[src/rtl/pixel_pkg.sv]
// pixel_pkg: shared state encoding, default geometry and row-index width helper for the pixel frame controller
package pixel_pkg;
  typedef enum logic [2:0] {IDLE, ERASE, EXPOSE, CONVERT, RSEL, RWAIT} state_t;
  localparam int DEF_DATA_W = 8;
  localparam int DEF_ROWS = 2;
  localparam int DEF_COLS = 2;
  function automatic int row_w(input int n);
    return (n > 1) ? $clog2(n) : 1;
  endfunction
endpackage

[src/rtl/ramp_counter.sv]
// ramp_counter: W-bit up counter with sync clear, enable and terminal-count flag
module ramp_counter #(
  parameter int W = 8
) (
  input  logic         clk,
  input  logic         reset,
  input  logic         clr_i,
  input  logic         en_i,
  output logic [W-1:0] cnt_o,
  output logic         tc_o
);
  logic [W-1:0] cnt_q;
  // count while enabled, clear dominates
  always_ff @(posedge clk or posedge reset)
    if (reset) cnt_q <= '0;
    else if (clr_i) cnt_q <= '0;
    else if (en_i) cnt_q <= cnt_q + 1'b1;
  assign cnt_o = cnt_q;
  assign tc_o = &cnt_q;
endmodule

[src/rtl/pixel_frame_ctrl.sv]
// pixel_frame_ctrl: global-shutter erase/expose/convert/readout sequencer with valid/ready row stream
module pixel_frame_ctrl
  import pixel_pkg::*;
#(
  parameter int DATA_W = DEF_DATA_W,
  parameter int ROWS = DEF_ROWS,
  parameter int COLS = DEF_COLS,
  parameter int ERASE_CYCLES = 4,
  parameter int EXP_W = 16,
  localparam int RW = row_w(ROWS)
) (
  input  logic                   clk,
  input  logic                   reset,
  input  logic                   start,
  input  logic                   continuous,
  input  logic [EXP_W-1:0]       expose_cycles,
  output logic                   busy,
  output logic                   pix_erase,
  output logic                   pix_expose,
  output logic                   pix_convert,
  output logic                   col_drive_en,
  output logic [DATA_W-1:0]      dig_ramp,
  output logic [ROWS-1:0]        row_read,
  input  logic [COLS*DATA_W-1:0] col_data,
  output logic [COLS*DATA_W-1:0] out_data,
  output logic [RW-1:0]          out_row,
  output logic                   out_last,
  output logic                   out_valid,
  input  logic                   out_ready,
  output logic                   frame_done
);
  state_t state_q;
  logic [EXP_W-1:0] tmr_q, exp_q, exp_last;
  logic [RW-1:0] r_q;
  logic ramp_tc;
  assign exp_last = (exp_q == '0) ? '0 : exp_q - 1'b1;
  ramp_counter #(.W(DATA_W)) u_ramp (
    .clk(clk),
    .reset(reset),
    .clr_i(state_q != CONVERT),
    .en_i(state_q == CONVERT),
    .cnt_o(dig_ramp),
    .tc_o(ramp_tc)
  );
  // frame sequencer with phase timer, row index and readout stream registers
  always_ff @(posedge clk or posedge reset)
    if (reset) begin
      state_q <= IDLE;
      tmr_q <= '0;
      exp_q <= '0;
      r_q <= '0;
      out_data <= '0;
      out_row <= '0;
      out_last <= 1'b0;
      out_valid <= 1'b0;
    end else
      case (state_q)
        IDLE:
          if (start) begin
            state_q <= ERASE;
            exp_q <= expose_cycles;
            tmr_q <= '0;
          end
        ERASE:
          if (tmr_q == EXP_W'(ERASE_CYCLES - 1)) begin
            state_q <= EXPOSE;
            tmr_q <= '0;
          end else tmr_q <= tmr_q + 1'b1;
        EXPOSE:
          if (tmr_q == exp_last) begin
            state_q <= CONVERT;
            tmr_q <= '0;
          end else tmr_q <= tmr_q + 1'b1;
        CONVERT:
          if (ramp_tc) begin
            state_q <= RSEL;
            r_q <= '0;
          end
        RSEL: begin
          out_data <= col_data;
          out_row <= r_q;
          out_last <= (r_q == RW'(ROWS - 1));
          out_valid <= 1'b1;
          state_q <= RWAIT;
        end
        RWAIT:
          if (out_ready) begin
            out_valid <= 1'b0;
            if (!out_last) begin
              r_q <= r_q + 1'b1;
              state_q <= RSEL;
            end else begin
              r_q <= '0;
              tmr_q <= '0;
              exp_q <= expose_cycles;
              state_q <= continuous ? ERASE : IDLE;
            end
          end
        default: state_q <= IDLE;
      endcase
  assign busy = state_q != IDLE;
  assign pix_erase = state_q == ERASE;
  assign pix_expose = state_q == EXPOSE;
  assign pix_convert = state_q == CONVERT;
  assign col_drive_en = pix_convert;
  assign row_read = (state_q == RSEL) ? ROWS'(1) << r_q : '0;
  assign frame_done = (state_q == RWAIT) && out_ready && out_last;
endmodule

[config.mk]
export PLATFORM = sky130hd
export DESIGN_NAME = pixel_frame_ctrl
export DESIGN_NICKNAME = d
export VERILOG_FILES = /design/src/rtl/pixel_pkg.sv /design/src/rtl/ramp_counter.sv /design/src/rtl/pixel_frame_ctrl.sv
export SDC_FILE = /design/constraint.sdc
export NUM_CORES = 1
export LEC_CHECK = 0
export CORE_MARGIN = 1
export CORE_UTILIZATION = 53
export CTS_CLUSTER_SIZE = 25
export DETAILED_ROUTE_END_ITERATION = 6
export PLACE_DENSITY = 0.81
export SLEW_MARGIN = 25
export SYNTH_ARGS = -nofsm -noshare
export SYNTH_HDL_FRONTEND = slang
export SYNTH_HIERARCHICAL = 1
export SYNTH_SLANG_ARGS = --single-unit
[constraint.sdc]
create_clock -name clk -period 4.7 [get_ports clk]
set_clock_uncertainty 0.1 [all_clocks]
set_input_delay 0.94 -clock clk [delete_from_list [all_inputs] [get_ports clk]]
set_output_delay 0.94 -clock clk [all_outputs]
set_load 0.02 [all_outputs]
==> metrics.txt <==
outcome=complete, no violations; io pins=72; CTS tree=built; final setup violation count=0; Post-Syn Instances=430; non-filler cells, final=just under 600; wirelength, routed=9.10 mm; fin crit share=~85%; hpwl dp=6.78 mm; Fin. Hold Viols=0; Peak Freq=251 MHz; Worst-path clk slew=70 ps; die area=0.00756 mm^2; Layout Nets=approximately 520; WHS Endpoint=out_valid; R2R setup slack=720 ps; nature of the critical path startpoint=flop; CTS H-Tree Depth=3; ANT nets after route=0; ys flop type=dfrtp_1; Synth Register Bits=62; Initial DRC Count=about 220; initial antenna violation count=0; Avg Inst Size Synth=between 8 and 9 um^2; CP Capture Type=flop; synthesized cell area=between 0.003 and 0.004 mm^2; leakage power=1.88 nW; critical path class=flop to flop; largest net degree at the start of global routing=37; drt drc=0; Post-CTS Setup Bufs=0; vias in the first global route=3286; crit path max fanout=16; Die W=87.0 um; root buf cell=clkbuf_8; Distinct cells, synth=58; Area Overhead vs Synth=24.8%; CP required=4810 ps; port bufs=71; most frequent cells in the layout=clkdlybuf4s50_1, dfrtp_1, nand2_1; peak supply drop=0.397 mV; Slew Limit Fails=0; Hold Buf Count CTS=0; reg-to-reg critical path startpoint=exp_q[0]; most common cell after layout, fill and taps aside=clkdlybuf4s50_1; max cap viols=0; EDFF count, synth=0; cts repair resizes=0; Hold Slack=384 ps; Cell Pwr Density=585 mW/mm^2; total gr overflow=0; dpl cells=566; Setup TNS=0 ps; core area=0.00687 mm^2; worst hold start=out_valid; Slew @ Worst Pin=~1100 ps; min Tclk post-route=3980 ps; ratio of cells with drive above 1 in the final layout=13.0%; row count=30; synth top area cells=dfrtp_1, mux2_2, nand2_1; via count=roughly 3400; max_slew headroom=26.1%; Ant. Diodes=0; maximum clock insertion buffer count=2; Sink Count=62; arrival time worst endpoint=4090 ps; Syn Nets=470; FF-to-FF path depth=11; drt pass-1 iters=5; CTS Buf Count=9; Hold WC Path Type=flop to flop; gpl congestion=0.885; Starting Density=55.7%; number of synthesis warnings=6; Worst R2R End=tmr_q[5]; post-synthesis async set-or-reset flop share=100%; wire per inst=15.6 um; Clock Latency Late Sink=340 ps; Die Ht=87.0 um; RSZ-0062 raised after global routing=no; DR vias/cell=approximately 6; GR Util All Layers=27.1%; first-pass GRT wire length=15.8 mm; register area share after synthesis=40.6%; Yosys top cell area share=between 40% and 50%; worst hold path depth=1; post-synth top area cell=dfrtp_1
==> cells in the mapped netlist (all sizes together), types with 4 or more instances <==
cell / count
dfrtp: 62
nand2: 53
nor2: 39
mux2: 28
o21ai: 28
clkbuf: 23
nor3: 19
nand3: 17
a21oi: 13
inv: 13
buf: 11
xnor2: 10
nor4: 9
or3: 9
o211ai: 8
o22ai: 8
xor2: 8
nand4: 7
nor2b: 7
a31oi: 5
mux2i: 4
or2: 4
==> through the flow <==
stage | instance area [um^2] | total power, W | utilization, % | worst slack (ps)
2_1_floorplan | 3820 | 0.00181 | - | 1140
3_3_place_gp | 4520 | 0.00216 | 65.8 | 899
3_5_place_dp | 4520 | 0.00221 | 65.9 | 759
4_1_cts | 4770 | 0.00280 | 69.5 | 733
5_1_grt | 4770 | 0.00297 | 69.5 | 432
6_report | 4770 | 0.00279 | 69.5 | 719
==> worst max-delay path: stages (launching register included) <==
cell and delay [ps]:
dfrtp_1 470, inv_1 110, ha_1 300, or4b_1 640, nor4b_2 460, o21ai_0 130, a222oi_1 330, nand4_1 200
nor4_4 400, a31oi_4 270, nor2_4 290, o211ai_1 140
==> worst max-delay path by stage <==
stage	startpoint	endpoint	cells past startpoint
6_report	exp_q[0]	tmr_q[5]	11
5_1_grt	exp_q[0]	tmr_q[5]	11
4_1_cts	exp_q[0]	tmr_q[5]	11
3_5_place_dp	exp_q[0]	tmr_q[5]	11
3_3_place_gp	exp_q[0]	tmr_q[5]	11
2_1_floorplan	exp_q[0]	tmr_q[15]	15
==> layout make-up <==
type | instances | area, um^2
clock inverter | 3 | 90.1
multi-input combinational | 321 | 2070
fill | 539 | 2100
sequential | 62 | 1550
clock buffer | 13 | 159
inverter | 13 | 48.8
tap | 96 | 120
timing repair buffer | 74 | 733
==> per-layer routing <==
layer	vias to the layer above	wire length [um]	part of all wire [%]	GRT usage, %
li1	1636	-	-	-
met1	1649	4020	44	35.7
met2	100	4520	50	44.1
met3	19	414	4.5	5.21
met4	0	151	1.7	10.6
met5	-	0	0	0
==> where the power goes <==
| group | switching (W) | internal, W |
|---|---|---|
| clock | 0.000198 | 0.000382 |
| combinational | 0.000655 | 0.000572 |
| sequential | 0.000266 | 0.000717 |
| total | 0.00112 | 0.00167 |
==> cells by family after synthesis <==
kind of cell	count (synthesis)	synth area share [%]
and+or+nand+nor	187	25.5
AOI/OAI and AO/OA	81	14.2
DFF	62	40.6
buffers and inverters	47	5.40
muxes	32	9.29
xor gates and xnor gates	18	4.12
adders and majority gates	3	0.981
==> flip-flops by register name, indices dropped and copies added, names as in the netlist <==
signal / cells
exp_q: 16
state_q: 3
u_ramp/cnt_o: 8
out_data: 16
out_last: 1
r_q: 1
out_valid: 1
tmr_q: 16
No activity file was read; power rests on OpenSTA's default activity.
